$ cat config.mk
export PLATFORM = sky130hd
export DESIGN_NAME = operand_issue
export DESIGN_NICKNAME = d
export VERILOG_FILES = /design/src/rtl/hydra_pkg.sv /design/src/rtl/reg_file.sv /design/src/rtl/operand_issue.sv
export SDC_FILE = /design/constraint.sdc
export NUM_CORES = 1
export LEC_CHECK = 0
export CELL_PAD_IN_SITES_DETAIL_PLACEMENT = 1
export CELL_PAD_IN_SITES_GLOBAL_PLACEMENT = 2
export CORE_MARGIN = 8
export CORE_UTILIZATION = 40
export DETAILED_ROUTE_END_ITERATION = 16
export PLACE_DENSITY = 0.75
export SLEW_MARGIN = 5
export SYNTH_ARGS = -nofsm -noshare
export SYNTH_HDL_FRONTEND = slang
export SYNTH_SLANG_ARGS = --single-unit
$ cat constraint.sdc
create_clock -name clk -period 2.8 [get_ports clk]
set_input_delay 0.56 -clock clk [delete_from_list [all_inputs] [get_ports clk]]
set_output_delay 0.56 -clock clk [all_outputs]
set_load 0.05 [all_outputs]
$ cat src/rtl/hydra_pkg.sv
// Shared ALU class encodings and the writeback predicate used by the issue stage and the ALU.
package hydra_pkg;

  localparam logic [2:0] ARITH  = 3'b000;
  localparam logic [2:0] SHIFT  = 3'b001;
  localparam logic [2:0] LOGIC  = 3'b010;
  localparam logic [2:0] SET    = 3'b011;
  localparam logic [2:0] BRANCH = 3'b101;

  // Bubble opcode: never writes rd and makes the ALU produce zero.
  localparam logic [4:0] OP_NOP = 5'b11111;

  function automatic logic writes_rd(input logic [4:0] op);
    case (op[4:2])
      ARITH, SHIFT, LOGIC: return 1'b1;
      SET:                 return !op[1];
      default:             return 1'b0;
    endcase
  endfunction

endpackage

$ cat src/rtl/reg_file.sv
// Register file: two combinational read ports, one synchronous write port, r0 reads as zero.
module reg_file #(
  parameter int WIDTH = 16,
  parameter int NREGS = 16,
  parameter int RADDR = 4
) (
  input  logic             clk,
  input  logic             reset,
  input  logic [RADDR-1:0] rd_addr_a,
  input  logic [RADDR-1:0] rd_addr_b,
  output logic [WIDTH-1:0] rd_data_a,
  output logic [WIDTH-1:0] rd_data_b,
  input  logic             wr_en,
  input  logic [RADDR-1:0] wr_addr,
  input  logic [WIDTH-1:0] wr_data
);

  logic [WIDTH-1:0] regs [NREGS];

  // NOTE: the array is cleared on reset, so it maps to flops rather than a RAM macro.
  always_ff @(posedge clk) begin
    if (reset) begin
      for (int i = 0; i < NREGS; i++) regs[i] <= '0;
    end else if (wr_en && wr_addr != '0) begin
      regs[wr_addr] <= wr_data;
    end
  end

  assign rd_data_a = (rd_addr_a == '0) ? '0 : regs[rd_addr_a];
  assign rd_data_b = (rd_addr_b == '0) ? '0 : regs[rd_addr_b];

endmodule

$ cat src/rtl/operand_issue.sv
// Issue stage ahead of the ALU: operand read with EX forwarding, EX register, writeback and
// taken-branch squash of the instruction accepted behind the branch.
module operand_issue
  import hydra_pkg::*;
#(
  parameter int WIDTH = 16,
  parameter int NREGS = 16,
  parameter int RADDR = 4
) (
  input  logic             clk,
  input  logic             reset,
  input  logic             hold,
  input  logic             in_valid,
  output logic             in_ready,
  input  logic [4:0]       in_ALUop,
  input  logic [RADDR-1:0] in_rs,
  input  logic [RADDR-1:0] in_rt,
  input  logic [RADDR-1:0] in_rd,
  input  logic [WIDTH-1:0] in_imm,
  input  logic             in_use_imm,
  output logic [4:0]       ALUop,
  output logic [WIDTH-1:0] op1,
  output logic [WIDTH-1:0] op2,
  output logic             ex_valid,
  input  logic [WIDTH-1:0] alu_out_op,
  input  logic             alu_out_branch,
  output logic             branch_taken,
  output logic [WIDTH-1:0] branch_target
);

  logic [RADDR-1:0] ex_rd;
  logic [WIDTH-1:0] ex_imm;
  logic [WIDTH-1:0] rf_a, rf_b;
  logic [WIDTH-1:0] op1_next, op2_next;
  logic             ex_writes;
  logic             wb_en;

  assign in_ready      = !hold;
  assign ex_writes     = ex_valid && writes_rd(ALUop) && ex_rd != '0;
  assign wb_en         = ex_writes && !hold;
  assign branch_taken  = ex_valid && ALUop[4:2] == BRANCH && alu_out_branch;
  assign branch_target = ex_imm;

  reg_file #(.WIDTH(WIDTH), .NREGS(NREGS), .RADDR(RADDR)) u_reg_file (
    .clk       (clk),
    .reset     (reset),
    .rd_addr_a (in_rs),
    .rd_addr_b (in_rt),
    .rd_data_a (rf_a),
    .rd_data_b (rf_b),
    .wr_en     (wb_en),
    .wr_addr   (ex_rd),
    .wr_data   (alu_out_op)
  );

  // The EX result is not in the register file yet, so a matching source takes it directly.
  always_comb begin
    op1_next = rf_a;
    op2_next = rf_b;
    if (ex_writes && in_rs == ex_rd) op1_next = alu_out_op;
    if (in_use_imm)                  op2_next = in_imm;
    else if (ex_writes && in_rt == ex_rd) op2_next = alu_out_op;
  end

  // NOTE: sequential state uses non-blocking assignments so every flop samples pre-edge values.
  always_ff @(posedge clk) begin
    if (reset) begin
      ALUop    <= '0;
      op1      <= '0;
      op2      <= '0;
      ex_valid <= 1'b0;
      ex_rd    <= '0;
      ex_imm   <= '0;
    end else if (!hold) begin
      ex_valid <= in_valid && !branch_taken;
      if (in_valid) begin
        ALUop  <= in_ALUop;
        op1    <= op1_next;
        op2    <= op2_next;
        ex_rd  <= in_rd;
        ex_imm <= in_imm;
      end else begin
        ALUop  <= OP_NOP;
      end
    end
  end

endmodule

# Yosys cells after proc, flatten, opt, wreduce, memory -nomap -nowiden
# Memory sizes are Yosys's and may differ from the RTL's.
# Index checks and enable logic that the tools add are counted.
# W data, S select, Z words.
[totals] wordCells=48 rom_bits=0 latch_bits=0 mem_bits_rw=256 regBits=58 mem_count=1
[memory_table] memory="u_reg_file.regs" words=16 width=16 rd=2 rd_clocked_by_memory_dff=0 write_ports=16 line="reg_file.sv:18" text="logic [WIDTH-1:0] regs [NREGS];"
[op_classes] n_lt_le_gt_ge=0 n_reduce_logical=19 multipliers=0 bitwise=1 n_shift=0 eq_ne=6 n_addsub=0 div=0 n_mux=15
[ops] cell="$mux W16" count=6
[ops] cell="$reduce_or A16 Y1" count=1
[ops] cell="$logic_and A1 B1 Y1" count=9
[ops] cell="$eq A4 B4 Y1" count=2
[ops] cell="$logic_not A4 Y1" count=2
[ops] cell="$eq A3 B2 Y1 const B" count=2
[ops] cell="$mux W1" count=6
[ops] cell="$mux W5" count=1
[ops] cell="$mux W4" count=1
[ops] cell="$reduce_bool A4 Y1" count=1
[ops] cell="$eq A3 B1 Y1 const B" count=1
[ops] cell="$eq A3 B3 Y1 const B" count=1
[ops] cell="$logic_not A1 Y1" count=3
[ops] cell="$logic_not A3 Y1" count=1
[ops] cell="$reduce_or A3 Y1" count=1
[ops] cell="$pmux W1 S2" count=1
[ops] cell="$reduce_and A2 Y1" count=1
[ops] cell="$not A1 Y1" count=1

# Logic depth before layout (Yosys ltp)
[depth] word_depth=12 depth_mapped=8

# Cells and area by module
# Synthesis repeated with hierarchy kept, for this count alone.
[unflattened] cells_unflattened=1299 hier_area_um2=16051.6
[modules_own_cells] module="reg_file" seq_area_each_um2=7236.9 cells_per_inst=932 instances=1 area_per_inst_um2=13117.6
[modules_own_cells] module="operand_issue" seq_area_each_um2=1161.1 cells_per_inst=367 instances=1 area_per_inst_um2=2934.1

# Least setup slack after synthesis
# No wires, ideal clock.
[synth_timing] path_kind="register to output" startpoint="register ALUop[2]" endpoint="output branch_taken" setup_slack_ns=0.210 required_time_ns=2.240 t_arrival_ns=2.030 n_path_buf=0 path_stages_with_launch=3 path_cell_list="dfxtp_1 > nand3_1 > nor3b_1"
[synth_via] elab_chain_len=3
[synth_lines] element="from (decl)" line="operand_issue.sv:21" text="output logic [4:0] ALUop,"
[synth_lines] element="from (signal assigned)" line="operand_issue.sv:77" text="ALUop <= in_ALUop;"
[synth_lines] element="$eq A3 B3 Y1" line="operand_issue.sv:41" text="assign branch_taken = ex_valid && ALUop[4:2] == BRANCH && alu_out_branch;"
[synth_lines] element="$logic_and A1 B1 Y1 (2 in a row)" line="operand_issue.sv:41"
[synth_lines] element="to (decl)" line="operand_issue.sv:27" text="output logic branch_taken,"
# No other way between the ends.

# Worst setup path in the final report
[layout_timing] startpoint="register op1[5]" endpoint="output op1[5]"
[layout_rtl] element="from (decl)" line="operand_issue.sv:22" text="output logic [WIDTH-1:0] op1,"
[layout_rtl] element="from (signal assigned)" line="operand_issue.sv:78" text="op1 <= op1_next;"
# No word-level cell between the ends.

==> summary.txt <==
Run status
  – Outcome: finished clean

Floorplanning
  – Die Span X: 215.6 µm
  – # rows: 73
  – Die height: 215.6 µm
  – I/O pin count: 111
  – Core area: 39,550 µm²
  – DIE AREA: 46,480 µm²
  – Initial Utilization: 0.4030

GRT
  – Total track usage: 0.2128
  – Initial antenna violation count: 1
  – Grt total ovfl: 0
  – Largest net degree at the start of global routing: 58
  – Vias in the first global route: 11,530
  – First-pass GRT wire length: 76.13 mm

Timing
  – Clock Skew: 26.30 ps
  – Hold Vio Cnt, Final: 0
  – Worst slew pin tran: 758.0 ps
  – Final min period: 2350 ps
  – Post-route setup TNS: 0 ps
  – Final period util: 0.8393
  – Max Clk Rate: 425.5 MHz
  – Slew margin rel.: 0.4947
  – Max-slew violation count: 0
  – Worst setup margin: 450.1 ps
  – Final setup vio count: 0
  – RSZ-0062 raised after global routing: false

Final layout
  – Synthesis-to-finish area growth: 21.64%
  – Share of cells above drive strength 1: 0.2192
  – Final core utilization: 0.4901
  – N_diodes: 0
  – Final #Nets: 1,400
  – Design area: 19,380 µm²

Place
  – DP HPWL: 36.20 mm
  – Place WS: 122.2 ps
  – Cell Area, Placed: 18,160 µm²
  – PortBufs: 110
  – Routability Congestion: 0.8121

Setup path
  – Critical path class: register to primary output
  – Req. time, crit path: 2240 ps
  – Crit path max fanout: 2
  – Cell family with most CP delay: buffers and inverters
  – Buf/Inv on CP: 1
  – CP endpoint kind: primary output
  – Crit path max-delay cell type: clkdlybuf4s50_1
  – Element type at the critical path start: register
  – Arrival time at the worst endpoint: 1790 ps
  – Critical Path, Cell by Cell: clkdlybuf4s50_1
  – Slowest Stage Delay on Critical Path: 840 ps

Synth
  – Unique masters post-synth: 42
  – Ys async rst share: 0
  – Post-synthesis cell count: 1,207
  – Yosys top cell area share: 0.4824
  – Yosys warning total: 0
  – Mapped Area: 15,940 µm²
  – Number of synthesized register bits: 314
  – Synth Area per Inst: 13.20 µm²
  – Cell taking the most area after synthesis: edfxtp_1
  – Top post-synthesis cells by area: edfxtp_1 48%, mux4_2 14%, and2_1 9.4%
  – Seq/Total Area, Yosys: 0.5552
  – Number of synthesized flops with an enable pin: 256
  – Main flop type after synthesis: edfxtp_1

Routing
  – Final WL: 49.96 mm
  – Post-route ant nets: 0
  – Iteration-0 DRC Markers: 798
  – Vias per cell: 5.718
  – DR WL/cell: 26.32 µm
  – Routed vias: 10,850
  – DRC Markers: 0
  – First-pass iteration count of the detailed router: 7

Clock network
  – CTS tree: yes
  – H-tree depth: 2
  – Clock-pin slew on the worst setup and hold paths: 60 ps
  – Total CTS buffers: 36
  – Worst-skew pair later-pin latency: 540 ps
  – Clock root buffer: clkbuf_16
  – # hold bufs at CTS: 0
  – TritonCTS Sinks: 314
  – Post-CTS sizing: 0
  – Setup repair bufs after CTS: 0
  – Clock Path Buffers: 3

Min path
  – Worst Hold Class: register to register

Power and ir drop
  – Leak pwr: 7.082 nW
  – Peak supply drop: 405.8 µV
  – Total power: 11.72 mW
  – Pwr/cell area: 604.5 nW/µm²

Run
  – Max-capacitance violation count: 0
-- per-stage QoR --
stage	hold slack, ps	cells
floorplan	563.0	1222
global placement	442.0	1832
global route	483.3	1898
CTS	457.8	1898
finish	453.8	1898
detailed placement	449.4	1832
-- final timing paths --
check	from	cells past startpoint	end	slack (ps)
worst min register to register	branch_target[1]	2	branch_target[1]	450
worst min-delay path	branch_target[1]	2	branch_target[1]	450
worst max register to register	ex_rd[0]	5	op2[6]	500
worst max-delay path	op1[5]	1	op1[5]	450
-- layout by cell type, fill, tap and decap left out, drive strengths merged, types with 21 or more instances in the layout --
| master | count |
|---|---|
| and2 | 240 |
| buf | 96 |
| clkbuf | 50 |
| clkdlybuf4s50 | 101 |
| dfxtp | 58 |
| edfxtp | 256 |
| mux2 | 28 |
| mux2i | 34 |
| mux4 | 96 |
| nand2 | 48 |
| nand2b | 21 |
| nor2 | 41 |
| nor3 | 34 |
| o22ai | 50 |
-- flip-flops by register name, indices dropped and copies added (netlist names) --
name and flops:
ALUop 5, branch_target 16, ex_rd 4, ex_valid 1
op1 16, op2 16, u_reg_file.regs 256
-- Yosys cell counts (16+ instances only) --
cell type and instances:
a21oi_1 20, a221o_1 16, a22oi_1 16, a31oi_1 18, and2_1 240, buf_2 19
clkbuf_1 78, dfxtp_1 58, edfxtp_1 256, mux2_2 28, mux2i_1 34, mux4_2 96
nand2_1 48, nand2b_1 21, nor2_1 40, nor2b_1 20, nor3_1 34, o22ai_1 50
o32ai_1 16, or2_2 17
-- cell families (layout without fill, tap and decap cells) --
logic type,count (synthesis),in the layout,share of synthesized area
xor+xnor,8,8,0.004397
flops,314,314,0.5552
other cells,1,16,0.0002353
simple gates,452,452,0.1619
compound gates,159,159,0.07145
buf+inv,115,266,0.02999
mux,158,158,0.1768
-- layer usage --
metal | global-route usage | wire length [µm] | vias up
li1 | - | - | 4849
met1 | 0.2748 | 20870 | 5575
met2 | 0.3658 | 25020 | 363
met3 | 0.03930 | 3208 | 65
met4 | 0.05266 | 859 | 0
met5 | 0 | 0 | -
-- report_power, final --
group          internal [mW]  switching [mW]
Clock                   2.98            1.94
Combinational          0.609           0.826
Sequential              5.23           0.130
Total                   8.82            2.90
-- final cells by class --
class	instances	area [µm²]
tap	525	656.9
multi-input combinational	793	6694
clock buffer	50	1046
inverter	3	11.26
fill	3985	20160
timing repair buffer	197	1947
clock inverter	16	181.4
sequential	314	8848
(Power assumes the default switching activity.)
